$ cat src/rtl/dadda_mult_pipe.sv
// Pipelined WIDTH x WIDTH Dadda-tree multiplier, signed (Baugh-Wooley) or unsigned per
// transaction, 3-cycle latency, rigid valid/ready pipeline that stalls as a whole.
module dadda_mult_pipe #(
    parameter int WIDTH = 8,
    parameter int TAG_W = 4
) (
    input  logic               clk,
    input  logic               rst,
    input  logic               in_valid,
    output logic               in_ready,
    input  logic [WIDTH-1:0]   in_a,
    input  logic [WIDTH-1:0]   in_b,
    input  logic               in_signed,
    input  logic [TAG_W-1:0]   in_tag,
    output logic               out_valid,
    input  logic               out_ready,
    output logic [2*WIDTH-1:0] out_prod,
    output logic [TAG_W-1:0]   out_tag
);
    localparam int PW     = 2 * WIDTH;
    localparam int STAGES = 3;
    localparam int DADDA_D [8] = '{2, 3, 4, 6, 9, 13, 19, 28};

    logic               adv, acc;
    logic [STAGES:1]    vld_pipe;
    logic [WIDTH-1:0]   s1_a, s1_b;
    logic               s1_sgn;
    logic [TAG_W-1:0]   s1_tag, s2_tag, s3_tag;
    logic [PW-1:0]      row0, row1, s2_r0, s2_r1, s3_prod;

    assign adv       = !vld_pipe[STAGES] || out_ready;
    assign in_ready  = adv;
    assign acc       = in_valid && adv;
    assign out_valid = vld_pipe[STAGES];
    assign out_prod  = s3_prod;
    assign out_tag   = s3_tag;

    // Matrix is built as per-column bit stacks; heights depend only on WIDTH, so the
    // loops below unroll into a fixed adder tree.
    always_comb begin : reduce
        logic m  [PW][WIDTH];
        logic nm [PW][WIDTH];
        int   h  [PW];
        int   nh [PW];
        int   tot, src, d;
        logic x, y, z, sm, cy;
        row0 = '0;
        row1 = '0;
        x = 1'b0; y = 1'b0; z = 1'b0; sm = 1'b0; cy = 1'b0;
        tot = 0; src = 0; d = 0;
        for (int c = 0; c < PW; c++) begin
            h[c]  = 0;
            nh[c] = 0;
            for (int r = 0; r < WIDTH; r++) begin
                m[c][r]  = 1'b0;
                nm[c][r] = 1'b0;
            end
        end
        // Baugh-Wooley: terms with exactly one operand MSB are inverted in signed mode
        for (int i = 0; i < WIDTH; i++) begin
            for (int j = 0; j < WIDTH; j++) begin
                x = s1_a[i] & s1_b[j];
                if ((i == WIDTH-1) != (j == WIDTH-1)) x = x ^ s1_sgn;
                m[i+j][h[i+j]] = x;
                h[i+j] = h[i+j] + 1;
            end
        end
        m[WIDTH][h[WIDTH]] = s1_sgn;
        h[WIDTH] = h[WIDTH] + 1;
        m[PW-1][h[PW-1]] = s1_sgn;
        h[PW-1] = h[PW-1] + 1;

        for (int k = 7; k >= 0; k--) begin
            d = DADDA_D[k];
            if (d < WIDTH) begin
                for (int c = 0; c < PW; c++) begin
                    nh[c] = 0;
                    for (int r = 0; r < WIDTH; r++) nm[c][r] = 1'b0;
                end
                for (int c = 0; c < PW; c++) begin
                    // carries already dropped into this column count toward its height
                    tot = h[c] + nh[c];
                    src = 0;
                    for (int t = 0; t < WIDTH; t++) begin
                        if (tot > d && src + 1 < h[c]) begin
                            x = m[c][src];
                            y = m[c][src+1];
                            if (tot == d + 1 || src + 2 >= h[c]) begin
                                sm  = x ^ y;
                                cy  = x & y;
                                src = src + 2;
                                tot = tot - 1;
                            end else begin
                                z   = m[c][src+2];
                                sm  = x ^ y ^ z;
                                cy  = (x & y) | (x & z) | (y & z);
                                src = src + 3;
                                tot = tot - 2;
                            end
                            nm[c][nh[c]] = sm;
                            nh[c] = nh[c] + 1;
                            if (c + 1 < PW) begin
                                nm[c+1][nh[c+1]] = cy;
                                nh[c+1] = nh[c+1] + 1;
                            end
                        end
                    end
                    for (int r = 0; r < WIDTH; r++) begin
                        if (r >= src && r < h[c]) begin
                            nm[c][nh[c]] = m[c][r];
                            nh[c] = nh[c] + 1;
                        end
                    end
                end
                m = nm;
                h = nh;
            end
        end
        for (int c = 0; c < PW; c++) begin
            if (h[c] > 0) row0[c] = m[c][0];
            if (h[c] > 1) row1[c] = m[c][1];
        end
    end

    always_ff @(posedge clk) begin
        if (rst) begin
            vld_pipe <= '0;
            s3_prod  <= '0;
            s3_tag   <= '0;
        end else if (adv) begin
            vld_pipe <= {vld_pipe[STAGES-1:1], acc};
            s1_a     <= in_a;
            s1_b     <= in_b;
            s1_sgn   <= in_signed;
            s1_tag   <= in_tag;
            s2_r0    <= row0;
            s2_r1    <= row1;
            s2_tag   <= s1_tag;
            s3_prod  <= s2_r0 + s2_r1;
            s3_tag   <= s2_tag;
        end
    end
endmodule

$ cat config.mk
export PLATFORM = sky130hd
export DESIGN_NAME = dadda_mult_pipe
export DESIGN_NICKNAME = d
export VERILOG_FILES = /design/src/rtl/dadda_mult_pipe.sv
export SDC_FILE = /design/constraint.sdc
export NUM_CORES = 1
export LEC_CHECK = 0
export ABC_CLOCK_PERIOD_IN_PS = 3900
export CORE_ASPECT_RATIO = 0.75
export CORE_UTILIZATION = 52
export DETAILED_ROUTE_END_ITERATION = 16
export PLACE_DENSITY = 0.77
export RECOVER_POWER = 100
export SLEW_MARGIN = 30
export SYNTH_ARGS = -nofsm -noshare
export SYNTH_HDL_FRONTEND = slang
export SYNTH_SLANG_ARGS = --single-unit
export TNS_END_PERCENT = 20
$ cat constraint.sdc
create_clock -name clk -period 3.9 [get_ports clk]
set_clock_uncertainty 0.05 [all_clocks]
set_input_delay 0.78 -clock clk [delete_from_list [all_inputs] [get_ports clk]]
set_output_delay 0.78 -clock clk [all_outputs]
set_load 0.01 [all_outputs]
# [Word-level counts from Yosys, hierarchy flattened]
# Cells that the tools add are included.
[classes] bitwise_logic=343 n_div=0 eq_ne=0 n_addsub=1 order_cmp=0 shift=0 n_reduce_logical=4 n_mul=0 mux=0
[ops] op="$and A1 B1 Y1" count=178
[ops] op="$xor A1 B1 Y1" count=92
[ops] op="$or A1 B1 Y1" count=72
[ops] op="$add A16 B15 Y16" count=1
[ops] op="$reduce_and A2 Y1" count=1
[ops] op="$logic_and A1 B1 Y1" count=1
[ops] op="$logic_not A1 Y1" count=1
[ops] op="$logic_or A1 B1 Y1" count=1
[ops] op="$not A1 Y1" count=1
[word_totals] memories=0 ff_bits=78 latch_bits=0 elab_cells=358 output_inout_bits=22 in_bits=25 mem_bits_rw=0 romBits=0

# [Longest topological paths before layout]
# Gate-level depths: netlist of run 1.
[depth] word_depth=14 ltp_mapped=9 depth_no_buf=9

# [Least setup slack after synthesis of run 1]
# No wires, ideal clock.
[synth_path] kind="input port to flip-flop" from="input out_ready" to="register s1_a[0] (enable)" arrival_time_ps=3271 setup_ps=474 setup_slack_ps=105 path_buffers=0 path_stages=2 cell_sequence="nor2b_1 -> nor2_1"
[synth_between] elab_chain_cells=2
[synth_rtl] element="from (decl)" line="16" text="input logic out_ready,"
[synth_rtl] element="$logic_or A1 B1 Y1" line="31" text="assign adv = !vld_pipe[STAGES] || out_ready;"
[synth_rtl] element="$reduce_and A2 Y1 (no source line)"
[synth_rtl] element="to (signal assigned)" line="132" text="s1_a <= in_a;"
[synth_rtl] element="to (decl)" line="26" text="logic [WIDTH-1:0] s1_a, s1_b;"
# Every way passes these cells.
# A chain may end at the register's enable or synchronous reset.

==> impl_results.md, run 1 <==
* Outcome: complete, no violations
* Max-Slew Margin vs Limit at between 20% and 30%
* Number of flops mapped to enable cells by yosys at 55
* Post-layout min period at 3.24 ns
* Post-synth ARST share at 0%
* CTS Root Cell: clkbuf_16
* Placer's final routability congestion estimate at 0.855
* DR iter-0 viols at around 150
* Critical path class: register to register
* Total CTS buffers at 9
* LEAKAGE at 0.00226 uW
* Final instance area at between 5000 and 6000 um2
* P&R area growth vs syn at 19.0%
* Routed vias at 2958
* Yosys reg bits at between 70 and 80
* Global-route wire length before repair at 13700 um
* Post-CTS setup buffer count at 0
* CP max-delay cell: edfxtp_1
* Io pins at 47
* Clk slew on worst S/H paths at 0.06 ns
* Simple logic cell fraction of the synthesized area at 13.2%
* Maxcap violations at 0
* Slew @ Worst Pin at about 1.1 ns
* Startpoint Class: register
* Initial antenna violation count at 0
* Htree depth at 3
* Worst Path Max Fanout at 12
* TritonRoute pass-1 iters at 4
* Post-synthesis sequential area ratio at 46.8%
* Fraction of the mapped netlist area in adder cells at 21.5%
* WL per Instance at around 15 um
* Final period util at roughly 83%
* RSZ-0062 raised after global routing: false
* Initial core utilization at 53.6%
* XOR/XNOR Fraction of Synth Area at 4.27%
* Full die area at 9050 um2
* Cell count after synthesis at a little over 400
* Grt total ovfl at 0
* Crit path DAT at 3.26 ns
* Largest net degree at the start of global routing at 39
* Dpl hpwl at approximately 6100 um
* PD cells at 546 nW/um2
* Vias in the first global route at 2927
* Clock Tree Buf Depth at 2
* Final-report hold violation count at 0
* Post-synthesis net count at 484
* Mux cell area share after synthesis at less than 1%
* Crit. End Element: register
* R2r worst-path depth at 7
* Post-synthesis average cell area at 11.2 um2
* Port buffer count at 46
* Die W at about 110 um
* Via density at 5.24
* Synthesis Warnings at 0
* Yosys cell types at 39
* Final setup violation count at 0
* Register area at 2110 um2
* DP Area at 5090 um2
* Clk_lat worst skew at 0.33 ns
* Core area at 8420 um2
* GRT Total Usage at 20.6%
* Cts repair resizes at 0
* Critical path's largest stage delay at between 0.6 and 0.7 ns
* Filler cells at 684
* Total negative setup slack at 0 ns
* Worst endpoint required time at 3.93 ns
* Fin nets at 532
* Drt drc at 0
* Rows at 29
* Synth Flop Type: edfxtp_1
* Synthesized area at 4510 um2
* Worst-path cell chain: xnor2_1 -> fa_1 -> fa_1 -> inv_1 -> fa_1 -> inv_1 -> fa_1
* Worst hold path depth at 0
* Total Wirelength at 8260 um
* Compound-gate portion of the synthesized area at a little under 9%
* Routed Antenna Nets at 0
* Layout cells sized above 1 at around 4.4%
* Clk sinks at 78
* Max-slew violations at 0
* Worst hold-check path type: register to register
* CP dominant cell by count: fa_1
* Largest family of logic cells by synthesized area: adder cells
* Area of the multi-input gates at 2180 um2
* Peak VDD IR at 302 uV
* Peak Freq at 309 MHz
* CTS tree: built
* Die H at ~83 um
* Hold buffer count at CTS at 0
* N_diodes at 0
-- synth_stat cells, types with 3 or more instances --
library cell	number	area share, %
and2_1	30	4.2
dfxtp_1	23	10
and3_1	3	0.42
nand4_1	4	0.55
a21o_1	6	1.0
nand2_1	61	5.1
a211oi_1	6	1.0
o21ai_0	11	1.2
inv_1	43	3.6
buf_1	4	0.33
edfxtp_1	55	37
a21oi_1	21	2.3
fa_1	36	16
xnor2_1	15	2.9
xor2_1	7	1.4
clkbuf_1	8	0.67
nor2_1	18	1.5
ha_1	20	5.5
-- kinds of logic (layout without fill, tap and decap cells) --
kind of cell | Yosys count | in the layout
AOI/OAI and AO/OA | 62 | 62
xor gates and xnor gates | 22 | 22
adders and majority gates | 56 | 56
buffers and inverters | 57 | 110
DFF | 78 | 78
muxes | 2 | 2
and+or+nand+nor | 126 | 126
-- cell type report --
type	instances	share of cell area, %
clock inverter	2	0.256
sequential	78	39.4
inverter	43	3.01
multi-input combinational	268	40.6
timing repair buffer	51	9.09
tap	108	2.52
clock buffer	14	5.13
-- path summary, 6_finish.rpt --
path                                start   endpoint  slack, ns
worst max-delay path               s1_sgn   s2_r1[7]       0.66
worst min-delay path            s1_tag[2]  s2_tag[2]       0.37
worst max register to register     s1_sgn   s2_r1[7]       0.66
worst min register to register  s1_tag[2]  s2_tag[2]       0.37
-- placed cells by master, fill, tap and decap left out, drive strengths merged, types with 7 or more instances in the layout --
cell type	synthesis	final
ha	20	20
fa	36	36
edfxtp	55	55
inv	43	44
o21ai	11	11
dlygate4sd3	0	44
and2	30	30
a21oi	21	21
dfxtp	23	23
nand2	61	61
xnor2	15	15
nor2	18	18
xor2	7	7
clkbuf	8	17
-- state kept, by name, indices dropped and copies added (netlist names) --
register and count:
s2_r1 14, out_prod 16, s1_tag 4, vld_pipe 3, s2_tag 4, out_tag 4, s1_b 8, s1_a 8
s1_sgn 1, s2_r0 16
-- critical path, delay by kind of cell (launching register included) --
family	cells	cell delay, ns
buffers and inverters	2	0.10
flip-flops	1	0.69
adder cells (fa/ha/maj)	4	1.95
XOR/XNOR	1	0.19
-- metrics by stage --
step	utilization [%]	power, uW	hold slack (ns)	instances	setup WS [ns]
final	63.7	2930	0.366	564	0.663
after global routing	63.7	3130	0.373	564	0.532
after CTS	64.0	2980	0.368	564	0.658
after detailed placement	60.5	2180	0.356	548	0.653
after global placement	60.5	2130	0.355	548	0.698
after floorplan	-	1860	0.350	403	0.105
-- power breakdown --
| group | internal (uW) | leakage [uW] | switching, uW |
|---|---|---|---|
| Clock | 489 | 0.000142 | 304 |
| Sequential | 1070 | 0.000734 | 72.8 |
| Combinational | 461 | 0.00138 | 534 |
| Total | 2020 | 0.00226 | 911 |
-- per-layer routing --
layer | global-route usage, % | vias up | routed length (um) | share of wire (%)
met5 | 0 | - | 0 | 0
met4 | 6.27 | 0 | 41 | 0.50
met3 | 5.49 | 8 | 382 | 4.6
met2 | 33.6 | 74 | 3810 | 46
met1 | 27.1 | 1440 | 4030 | 49
li1 | - | 1436 | - | -
Power figures use the tool's default switching activity.
==> run 2: changes to the inputs <==
--- a/config.mk
+++ b/config.mk
@@ -5,11 +5,11 @@
 export SDC_FILE = /design/constraint.sdc
 export NUM_CORES = 1
 export LEC_CHECK = 0
-export ABC_CLOCK_PERIOD_IN_PS = 3900
+export ABC_CLOCK_PERIOD_IN_PS = 3300
 export CORE_ASPECT_RATIO = 0.75
-export CORE_UTILIZATION = 52
+export CORE_UTILIZATION = 57
 export DETAILED_ROUTE_END_ITERATION = 16
-export PLACE_DENSITY = 0.77
+export PLACE_DENSITY = 0.8
 export RECOVER_POWER = 100
 export SLEW_MARGIN = 30
 export SYNTH_ARGS = -nofsm -noshare
==> constraint.sdc (replaced) <==
create_clock -name clk -period 3.3 [get_ports clk]
set_clock_uncertainty 0.05 [all_clocks]
set_input_delay 0.66 -clock clk [delete_from_list [all_inputs] [get_ports clk]]
set_output_delay 0.66 -clock clk [all_outputs]
set_load 0.01 [all_outputs]
==> run 2 against run 1 <==
Flip-flop and latch count is the same; sequential power rose by 18%; non-clock buffer count is 5 higher; hold slack better by 0.011 ns; via count increased by 1.1%; largest cell class unchanged; highest routed layer unchanged.
==> impl_results.md, run 2 (synthesized netlist as in run 1, its figures left out) <==
* Total CTS buffers at 9
* Commonest non-fill, non-tap cell in the layout: nand2_1
* Full die area at 8270 um2
* Cts repair resizes at 0
* CP dominant cell by count: fa_1
* Rows at 27
* Initial core utilization at 60.1%
* Peak VDD IR at ~320 uV
* Die W at 105 um
* LEAKAGE at ~0.0022 uW
* Crit. End Element: register
* Startpoint Class: register
* Final-report hold violation count at 0
* PD cells at between 600 and 700 nW/um2
* Peak Freq at 320 MHz
* Register area at about 2100 um2
* GRT Total Usage at 22.2%
* RSZ-0062 raised after global routing: false
* Grt total ovfl at 0
* Filler cells at 567
* Final period util at 94.8%
* Drt drc at 0
* Clk_lat worst skew at 0.36 ns
* Critical path's largest stage delay at 0.52 ns
* Initial antenna violation count at 0
* Htree depth at 3
* Maxcap violations at 0
* Global-route wire length before repair at 14000 um
* Die H at slightly below 80 um
* Worst endpoint required time at 3.36 ns
* Routed Antenna Nets at 0
* TritonRoute pass-1 iters at 4
* Max-slew violations at 0
* Layout cells sized above 1 at 5.64%
* Worst-path cell chain: nand2_1 -> xnor2_1 -> fa_1 -> fa_1 -> inv_1 -> fa_1 -> inv_1 -> fa_1
* Dpl hpwl at 6490 um
* Slew @ Worst Pin at around 1.1 ns
* Routed vias at 2992
* CTS Root Cell: clkbuf_8
* DR iter-0 viols at 137
* N_diodes at 0
* Max-Slew Margin vs Limit at 25.5%
* Post-layout min period at 3.13 ns
* Clk sinks at between 70 and 80
* Worst hold-check path type: register to register
* DP Area at about 5000 um2
* Total Wirelength at 8380 um
* PnR worst setup slack at 0.172 ns
* Final setup violation count at 0
* Hold buffer count at CTS at 0
* Via density at 5.32
* Reg-to-reg setup timing slack at 0.17 ns
* Worst Path Max Fanout at 8
* WL per Instance at 14.9 um
* Clk slew on worst S/H paths at 0.08 ns
* Largest net degree at the start of global routing at 40
* Outcome: complete, no violations
* CTS tree: built
* CP max-delay cell: fa_1
* Setup Slack @ Placement at ~0.17 ns
* Placer's final routability congestion estimate at 0.881
* Crit path DAT at around 3.2 ns
* Io pins at 47
* Final instance area at 5290 um2
* Port buffer count at 46
* Vias in the first global route at 2930
* Hold_ws at 0.377 ns
* P&R area growth vs syn at 17.3%
* Critical path class: register to register
* Core area at 7500 um2
* Clock Tree Buf Depth at 2
* Fin nets at 537
* Most frequent cells in the layout: nand2_1 (61), edfxtp_1 (55), dlygate4sd3_1 (44)
* Post-CTS setup buffer count at 0
* Area of the multi-input gates at around 2200 um2
-- run 2: changes by cell type in the layout (fill, tap and decap cells not counted), moves of 2 or more --
cell / change
clkbuf_16: -9
and2_0: +2
buf_4: +2
inv_4: +2
and2_1: -2
clkbuf_8: +8
-- run 2: area by class of cell --
type / instances / area share [%]
Multi-Input combinational cell: 268 / 41.4
Tap cell: 101 / 2.39
Inverter: 43 / 3.05
Clock buffer: 10 / 2.81
Sequential cell: 78 / 39.9
Clock inverter: 6 / 0.757
Timing Repair Buffer: 56 / 9.72
-- run 2: path summary, 6_finish.rpt --
kind	from	end	cells after the start
max	s1_b[7]	s2_r1[7]	8
min	s1_tag[0]	s2_tag[0]	0
max reg2reg	s1_b[7]	s2_r1[7]	8
min reg2reg	s1_tag[0]	s2_tag[0]	0
-- run 2: stage by stage --
| stage | setup TNS [ns] | power, uW | util [%] | std cells |
|---|---|---|---|---|
| floorplan | -1.09 | 2200 | - | 403 |
| global placement | 0 | 2510 | 68.3 | 546 |
| detailed placement | 0 | 2580 | 68.3 | 546 |
| CTS | 0 | 3260 | 70.8 | 562 |
| global route | 0 | 3440 | 70.6 | 562 |
| finish | 0 | 3210 | 70.6 | 562 |
-- run 2: worst max-delay path, delay by kind of cell, from the launching register on --
kind                     cells  cell delay, ns
buffers and inverters        2            0.10
adder cells (fa/ha/maj)      4            1.94
flip-flops                   1            0.49
XOR/XNOR                     1            0.16
AND/OR/NAND/NOR              1            0.12
-- run 2: routing by layer --
| metal | share of wire, % | GRT usage (%) | vias to the layer above | routed length [um] |
|---|---|---|---|---|
| li1 | - | - | 1451 | - |
| met1 | 46 | 28.7 | 1445 | 3860 |
| met2 | 48 | 37.7 | 86 | 3980 |
| met3 | 5.2 | 5.25 | 10 | 437 |
| met4 | 1.2 | 6.62 | 0 | 97 |
| met5 | 0 | 0 | - | 0 |
-- run 2: power by group --
group          switching (uW)  internal, uW
sequential               77.9          1260
combinational             648           548
clock                     357           322
